**src/rtl/lcd_char_writer_if.sv**
```systemverilog
// ============================================================================
// Module      : lcd_char_writer_if
// Description : Byte-write handshake between upstream display logic and the
//               LCD character writer (one command/data byte per transfer).
// Revision    : 1.0 - initial release
// ============================================================================
`default_nettype none

interface lcd_char_writer_if;
  logic       req_valid;
  logic       req_ready;
  logic       req_rs;
  logic [7:0] req_data;

  modport master (
    output req_valid,
    output req_rs,
    output req_data,
    input  req_ready
  );

  modport slave (
    input  req_valid,
    input  req_rs,
    input  req_data,
    output req_ready
  );
endinterface

`default_nettype wire

```
**src/rtl/lcd_char_writer.sv**
```systemverilog
// ============================================================================
// Module      : lcd_char_writer
// Description : 4-bit mode physical writer for the Spartan-3E character LCD:
//               power-on init nibbles, byte splitting and E-strobe timing.
// Revision    : 1.0 - initial release
// ============================================================================
`default_nettype none

module lcd_char_writer #(
  parameter int T_POWERUP = 750000,
  parameter int T_SETUP   = 2,
  parameter int T_PULSE   = 12,
  parameter int T_HOLD    = 1,
  parameter int T_NIBBLE  = 50,
  parameter int T_CMD     = 2000,
  parameter int T_CLEAR   = 82000,
  parameter int T_INIT1   = 205000,
  parameter int T_INIT2   = 5000,
  parameter int CW        = 20
) (
  input  wire logic        clk,
  input  wire logic        rst_n,
  lcd_char_writer_if.slave up,
  output logic             init_done,
  output logic             sf_e,
  output logic             lcd_e,
  output logic             lcd_rs,
  output logic             lcd_rw,
  output logic [3:0]       lcd_d
);

  // Timers count N-1 down to 0, so each phase lasts exactly N clocks.
  localparam logic [CW-1:0] c_powerup = CW'(T_POWERUP - 1);
  localparam logic [CW-1:0] c_setup   = CW'(T_SETUP - 1);
  localparam logic [CW-1:0] c_pulse   = CW'(T_PULSE - 1);
  localparam logic [CW-1:0] c_hold    = CW'(T_HOLD - 1);
  localparam logic [CW-1:0] c_nibble  = CW'(T_NIBBLE - 1);
  localparam logic [CW-1:0] c_cmd     = CW'(T_CMD - 1);
  localparam logic [CW-1:0] c_clear   = CW'(T_CLEAR - 1);
  localparam logic [CW-1:0] c_init1   = CW'(T_INIT1 - 1);
  localparam logic [CW-1:0] c_init2   = CW'(T_INIT2 - 1);

  typedef enum logic [2:0] {
    S_PWR_WAIT = 3'd0,
    S_SETUP    = 3'd1,
    S_PULSE    = 3'd2,
    S_HOLD     = 3'd3,
    S_GAP      = 3'd4,
    S_WAIT     = 3'd5,
    S_IDLE     = 3'd6
  } state_t;

  state_t        r_state,     w_state_nx;
  logic [CW-1:0] r_timer,     w_timer_nx;
  logic [1:0]    r_init_idx,  w_init_idx_nx;
  logic          r_init_done, w_init_done_nx;
  logic          r_is_init,   w_is_init_nx;
  logic          r_low,       w_low_nx;
  logic [7:0]    r_byte,      w_byte_nx;
  logic          r_lcd_e;
  logic          r_lcd_rs,    w_lcd_rs_nx;
  logic [3:0]    r_lcd_d,     w_lcd_d_nx;
  logic          r_req_ready;

  logic          w_tmr_zero;
  logic          w_accept;
  logic          w_is_clear;
  logic [CW-1:0] w_wait_len;

  assign w_tmr_zero = (r_timer == '0);
  assign w_accept   = up.req_valid & r_req_ready;
  assign w_is_clear = ~r_lcd_rs & ((r_byte == 8'h01) | (r_byte == 8'h02));

  always_comb begin
    w_wait_len = c_cmd;
    if (r_is_init) begin
      case (r_init_idx)
        2'd0:    w_wait_len = c_init1;
        2'd1:    w_wait_len = c_init2;
        default: w_wait_len = c_cmd;
      endcase
    end else if (w_is_clear) begin
      w_wait_len = c_clear;
    end
  end

  always_comb begin
    w_state_nx     = r_state;
    w_timer_nx     = r_timer;
    w_init_idx_nx  = r_init_idx;
    w_init_done_nx = r_init_done;
    w_is_init_nx   = r_is_init;
    w_low_nx       = r_low;
    w_byte_nx      = r_byte;
    w_lcd_rs_nx    = r_lcd_rs;
    w_lcd_d_nx     = r_lcd_d;

    case (r_state)
      S_PWR_WAIT: begin
        w_timer_nx = r_timer - 1'b1;
        if (w_tmr_zero) begin
          w_state_nx    = S_SETUP;
          w_timer_nx    = c_setup;
          w_is_init_nx  = 1'b1;
          w_init_idx_nx = 2'd0;
          w_lcd_rs_nx   = 1'b0;
          w_lcd_d_nx    = 4'h3;
        end
      end
      S_SETUP: begin
        w_timer_nx = r_timer - 1'b1;
        if (w_tmr_zero) begin
          w_state_nx = S_PULSE;
          w_timer_nx = c_pulse;
        end
      end
      S_PULSE: begin
        w_timer_nx = r_timer - 1'b1;
        if (w_tmr_zero) begin
          w_state_nx = S_HOLD;
          w_timer_nx = c_hold;
        end
      end
      S_HOLD: begin
        w_timer_nx = r_timer - 1'b1;
        if (w_tmr_zero) begin
          if (r_is_init || r_low) begin
            w_state_nx = S_WAIT;
            w_timer_nx = w_wait_len;
          end else begin
            w_state_nx = S_GAP;
            w_timer_nx = c_nibble;
          end
        end
      end
      S_GAP: begin
        w_timer_nx = r_timer - 1'b1;
        if (w_tmr_zero) begin
          w_state_nx = S_SETUP;
          w_timer_nx = c_setup;
          w_low_nx   = 1'b1;
          w_lcd_d_nx = r_byte[3:0];
        end
      end
      S_WAIT: begin
        w_timer_nx = r_timer - 1'b1;
        if (w_tmr_zero) begin
          if (r_is_init && (r_init_idx != 2'd3)) begin
            // The last of the four init nibbles is 0x2 (switch to 4-bit mode).
            w_state_nx    = S_SETUP;
            w_timer_nx    = c_setup;
            w_init_idx_nx = r_init_idx + 2'd1;
            w_lcd_d_nx    = (r_init_idx == 2'd2) ? 4'h2 : 4'h3;
          end else begin
            w_state_nx = S_IDLE;
            if (r_is_init) begin
              w_init_done_nx = 1'b1;
              w_is_init_nx   = 1'b0;
            end
          end
        end
      end
      S_IDLE: begin
        if (w_accept) begin
          w_state_nx  = S_SETUP;
          w_timer_nx  = c_setup;
          w_byte_nx   = up.req_data;
          w_low_nx    = 1'b0;
          w_lcd_rs_nx = up.req_rs;
          w_lcd_d_nx  = up.req_data[7:4];
        end
      end
      default: begin
        w_state_nx = S_PWR_WAIT;
        w_timer_nx = c_powerup;
      end
    endcase
  end

  // Pin outputs are registered from the next-state values so they line up
  // exactly with the state they belong to.
  always_ff @(posedge clk or negedge rst_n) begin
    if (!rst_n) begin
      r_state     <= S_PWR_WAIT;
      r_timer     <= c_powerup;
      r_init_idx  <= 2'd0;
      r_init_done <= 1'b0;
      r_is_init   <= 1'b0;
      r_low       <= 1'b0;
      r_byte      <= 8'h00;
      r_lcd_e     <= 1'b0;
      r_lcd_rs    <= 1'b0;
      r_lcd_d     <= 4'h0;
      r_req_ready <= 1'b0;
    end else begin
      r_state     <= w_state_nx;
      r_timer     <= w_timer_nx;
      r_init_idx  <= w_init_idx_nx;
      r_init_done <= w_init_done_nx;
      r_is_init   <= w_is_init_nx;
      r_low       <= w_low_nx;
      r_byte      <= w_byte_nx;
      r_lcd_e     <= (w_state_nx == S_PULSE);
      r_lcd_rs    <= w_lcd_rs_nx;
      r_lcd_d     <= w_lcd_d_nx;
      r_req_ready <= (w_state_nx == S_IDLE) & w_init_done_nx;
    end
  end

  assign up.req_ready = r_req_ready;
  assign init_done    = r_init_done;
  assign sf_e         = 1'b1;
  assign lcd_e        = r_lcd_e;
  assign lcd_rs       = r_lcd_rs;
  assign lcd_rw       = 1'b0;
  assign lcd_d        = r_lcd_d;

endmodule

`default_nettype wire
```
**src/flat_wrapper.sv**
```systemverilog
// flat-port wrapper written by rule: the top's interface ports become plain ports
module lcd_char_writer_flat 
#(
  parameter int T_POWERUP = 750000,
  parameter int T_SETUP   = 2,
  parameter int T_PULSE   = 12,
  parameter int T_HOLD    = 1,
  parameter int T_NIBBLE  = 50,
  parameter int T_CMD     = 2000,
  parameter int T_CLEAR   = 82000,
  parameter int T_INIT1   = 205000,
  parameter int T_INIT2   = 5000,
  parameter int CW        = 20
)
  (clk, rst_n, init_done, sf_e, lcd_e, lcd_rs, lcd_rw, lcd_d, up_req_valid, up_req_rs, up_req_data, up_req_ready);
  lcd_char_writer_if up_i ();
  input  wire logic clk;
  input  wire logic rst_n;
  output logic init_done;
  output logic sf_e;
  output logic lcd_e;
  output logic lcd_rs;
  output logic lcd_rw;
  output logic [3:0] lcd_d;
  input wire logic [$bits(up_i.req_valid)-1:0] up_req_valid;
  input wire logic [$bits(up_i.req_rs)-1:0] up_req_rs;
  input wire logic [$bits(up_i.req_data)-1:0] up_req_data;
  output wire logic [$bits(up_i.req_ready)-1:0] up_req_ready;
  assign up_i.req_valid = up_req_valid;
  assign up_i.req_rs = up_req_rs;
  assign up_i.req_data = up_req_data;
  assign up_req_ready = up_i.req_ready;
  lcd_char_writer #(.T_POWERUP(T_POWERUP), .T_SETUP(T_SETUP), .T_PULSE(T_PULSE), .T_HOLD(T_HOLD), .T_NIBBLE(T_NIBBLE), .T_CMD(T_CMD), .T_CLEAR(T_CLEAR), .T_INIT1(T_INIT1), .T_INIT2(T_INIT2), .CW(CW)) u_core (.clk(clk), .rst_n(rst_n), .up(up_i), .init_done(init_done), .sf_e(sf_e), .lcd_e(lcd_e), .lcd_rs(lcd_rs), .lcd_rw(lcd_rw), .lcd_d(lcd_d));
endmodule
```
**config.mk**
```make
export PLATFORM = sky130hd
export DESIGN_NAME = lcd_char_writer_flat
export DESIGN_NICKNAME = d
export VERILOG_FILES = /design/src/rtl/lcd_char_writer_if.sv /design/src/rtl/lcd_char_writer.sv /design/src/flat_wrapper.sv
export SDC_FILE = /design/constraint.sdc
export NUM_CORES = 1
export LEC_CHECK = 0
export CELL_PAD_IN_SITES_DETAIL_PLACEMENT = 1
export CELL_PAD_IN_SITES_GLOBAL_PLACEMENT = 1
export CORE_UTILIZATION = 45
export CTS_CLUSTER_DIAMETER = 50
export DETAILED_ROUTE_END_ITERATION = 16
export HOLD_SLACK_MARGIN = 0.12
export PLACE_DENSITY_LB_ADDON = 0.1
export SLEW_MARGIN = 5
export SYNTH_ARGS = -nofsm -noshare
export SYNTH_HDL_FRONTEND = slang
export SYNTH_SLANG_ARGS = --single-unit
```
**constraint.sdc**
```tcl
create_clock -name clk -period 2.9 [get_ports clk]
set_input_delay 0.58 -clock clk [delete_from_list [all_inputs] [get_ports clk]]
set_output_delay 0.58 -clock clk [all_outputs]
set_load 0.1 [all_outputs]
```
==> run_results.csv <==
group,metric,value,unit
clock_network,cts_tree,"built",
synthesis,synth_area,2880,µm²
run_status,status,"finished clean",
timing,fmax,364,MHz
timing,finalCriticalPeriod,2.75,ns
synthesis,synth-seq-cells,43,
timing,whs,0.428,ns
critical_path,critPathKind,"reg -> reg",
power,pwr-share-seq,0.583,
timing,fin_crit_sh,0.948,
detailed_routing,routed_via_density,6.44,
clock_network,cts_made_buffers,5,
die,die_y,82.0,µm
detailed_routing,firstDrtPassIters,4,
global_route,grt_antenna_before_repair,0,
timing,timing.final.ws_setup,0.150,ns
power,p_int,0.781,mW
power,power.density,317,nW/µm²
synthesis,synth-edff-count,0,
die,dieWidth,82.0,µm
layout,layout.nets,361,
detailed_routing,wl_per_cell,21.1,µm
die,core_area,6030,µm²
synthesis,synth_cells,321,
clock_network,cts_hold_buf,0,
global_route,grt-ovfl-total,0,
placed_design,gp_congestion,0.875,
critical_path,worst_setup_path_start_kind,"flop",
global_route,grt_pass1_vias,2787,
timing,setup_total_negative_slack,0,ns
clock_network,clock_path_buffers,2,
detailed_routing,drc,0,
power,p_switching,0.247,mW
detailed_routing,via_count,2691,
global_route,grt_usage,0.293,
timing,relSlewSlack,0.332,
power,peakVddDrop,0.194,mV
clock_network,clkSlewWorstSetupHoldPaths,0.09,ns
detailed_routing,drtIter0Drc,170,
synthesis,synthArstFlopShare,1.00,
detailed_routing,wl,8800,µm
synthesis,yosysSeqAreaShare,0.380,
worst_hold_path,holdCritPathClass,"in -> async",
placed_design,post-dp-hpwl,6650,µm
power,pwr-share-clk,0.379,
synthesis,synth_nets,340,
timing,rsz0062_at_grt,"false",
critical_path,cp.required,3.07,ns
timing,setup_viol,0,
clock_network,clock-root-buffer,"clkbuf_8",
critical_path,cp.arrival,2.92,ns
timing,finalClockSkew,0.00689,ns
global_route,grt_max_degree,44,
critical_path,cp-end-kind,"flop",
timing,tightest_slew,1.00,ns
job,drv_cap,0,
layout,layout-drive-gt1-share,0.198,
global_route,grt_first_pass_wirelength,14600,µm
clock_network,clk_latency,0.30,ns
layout,diodes,0,
timing,hold_viol_final,0,
timing,drv_slew,0,
power,combinationalPowerShare,0.037,
power,power_leakage,1.29,nW
synthesis,avgSynthCellArea,8.96,µm²
critical_path,crit_fanout,9,
synthesis,ys.flop_type,"dfrtp_1",
synthesis,yosysWarnings,0,
die,rows,28,
die,dieArea,6720,µm²
placed_design,post-place-ws,0.174,ns
layout,synthToLayoutAreaGrowth,12.7,%
clock_network,cts_num_sinks,43,
layout,fill_cells,737,
power,swShare,0.240,
placed_design,io_buffer_count,19,
clock_network,htreeDepth,2,
detailed_routing,antenna_left,0,
die,top_level_ports,22,
synthesis,ys_types,73,
die,start_util,0.477,
logic make-up after synthesis:
| family | after synthesis | share of synthesized area |
|---|---|---|
| AND/OR/NAND/NOR | 128 | 0.248 |
| buffers and inverters | 28 | 0.0422 |
| AO/OA/AOI/OAI | 95 | 0.230 |
| XOR/XNOR | 2 | 0.00609 |
| multiplexers | 16 | 0.0609 |
| adder cells (fa/ha/maj) | 7 | 0.0304 |
| other | 2 | 0.00261 |
| flip-flops | 43 | 0.380 |
state kept, by name, indices dropped and copies added, names as in the netlist:
signal and count:
u_core.r_low 1, u_core.r_is_init 1, u_core.r_byte 8, u_core.lcd_e 1, u_core.init_done 1, u_core.lcd_d 4
u_core.r_state 3, u_core.r_init_idx 2, u_core.lcd_rs 1, u_core.up.req_ready 1, u_core.r_timer 20
cell usage after synthesis, drive strengths merged, types with 7 or more instances:
cell type	instances	area share
buf	7	0.015
dfrtp	30	0.26
nor2	24	0.034
dfstp	13	0.12
o21ai	24	0.042
nor4	11	0.031
clkbuf	11	0.014
nand2	26	0.035
ha	7	0.030
mux2	12	0.047
or4	8	0.025
a21oi	23	0.041
nor3	14	0.026
nand4	7	0.015
inv	10	0.013
nand3	14	0.024
layout make-up:
| cell class | count | area [µm²] | area share |
|---|---|---|---|
| Clock buffer | 6 | 72.6 | 0.0224 |
| Tap cell | 75 | 93.8 | 0.0290 |
| Inverter | 10 | 37.5 | 0.0116 |
| Multi-Input combinational cell | 250 | 1670 | 0.515 |
| Sequential cell | 43 | 1090 | 0.337 |
| Clock inverter | 2 | 12.5 | 0.00386 |
| Timing Repair Buffer | 32 | 263 | 0.0811 |
cell usage in the layout (no fill, tap or decap), types with 5 or more instances in the layout:
cell type / instances
buf_4: 21
a31oi_1: 6
clkbuf_8: 5
nor2b_1: 6
mux2_2: 8
nor4_1: 9
a21oi_1: 22
nand3_1: 14
ha_1: 7
inv_1: 10
dfstp_2: 13
nor2_1: 23
clkdlybuf4s50_1: 10
dfrtp_1: 30
nand4_1: 7
o21ai_0: 23
or4_1: 5
nand2_1: 25
nor3_1: 13
worst max-delay path, stage by stage, from the launching register on:
cell and delay [ns]:
dfstp_2 0.40, inv_1 0.06, ha_1 0.21, or4b_1 0.60
or4_4 0.66, o31a_4 0.42, a22oi_2 0.17, o41ai_1 0.09
stage by stage:
step	power (mW)	std cells	area [µm²]	utilization
after floorplan	0.625	321	2880	-
after detailed placement	0.651	410	3150	0.523
after CTS	1.04	418	3230	0.537
after global placement	0.650	410	3150	0.523
after global routing	1.06	418	3240	0.538
final	1.03	418	3240	0.538
path summary, 6_finish.rpt:
path	start	to	slack [ns]	cells past startpoint
worst min register to register	u_core.r_byte[5]	u_core.r_byte[5]	0.51	1
worst max register to register	u_core.r_timer[0]	u_core.r_timer[10]	0.15	7
worst max-delay path	u_core.r_timer[0]	u_core.r_timer[10]	0.15	7
worst min-delay path	rst_n	u_core.r_timer[4]	0.43	1
min in group clk	u_core.r_byte[5]	u_core.r_byte[5]	0.51	1
max in group asynchronous	rst_n	u_core.r_timer[11]	1.83	1
power groups by stage:
| stage | Clock, mW | Combinational (mW) | Sequential [mW] |
|---|---|---|---|
| 2_1_floorplan | 0 | 0.0135 | 0.611 |
| 3_3_place_gp | 0 | 0.0392 | 0.611 |
| 3_5_place_dp | 0 | 0.0394 | 0.611 |
| 4_1_cts | 0.400 | 0.0397 | 0.600 |
| 5_1_grt | 0.418 | 0.0427 | 0.600 |
| 6_report | 0.390 | 0.0383 | 0.600 |
routing by layer:
metal | part of all wire | global-route usage | up-vias
li1 | - | - | 1250
met1 | 0.45 | 0.391 | 1356
met2 | 0.49 | 0.482 | 70
met5 | 0 | 0 | -
met4 | 0.017 | 0.0912 | 0
met3 | 0.049 | 0.0489 | 15
timing repair:
action,in CTS,in global routing
setup buffers,0,0
resized for setup,0,2
endpoints found under the setup margin,0,1
Power figures use the tool's default switching activity.
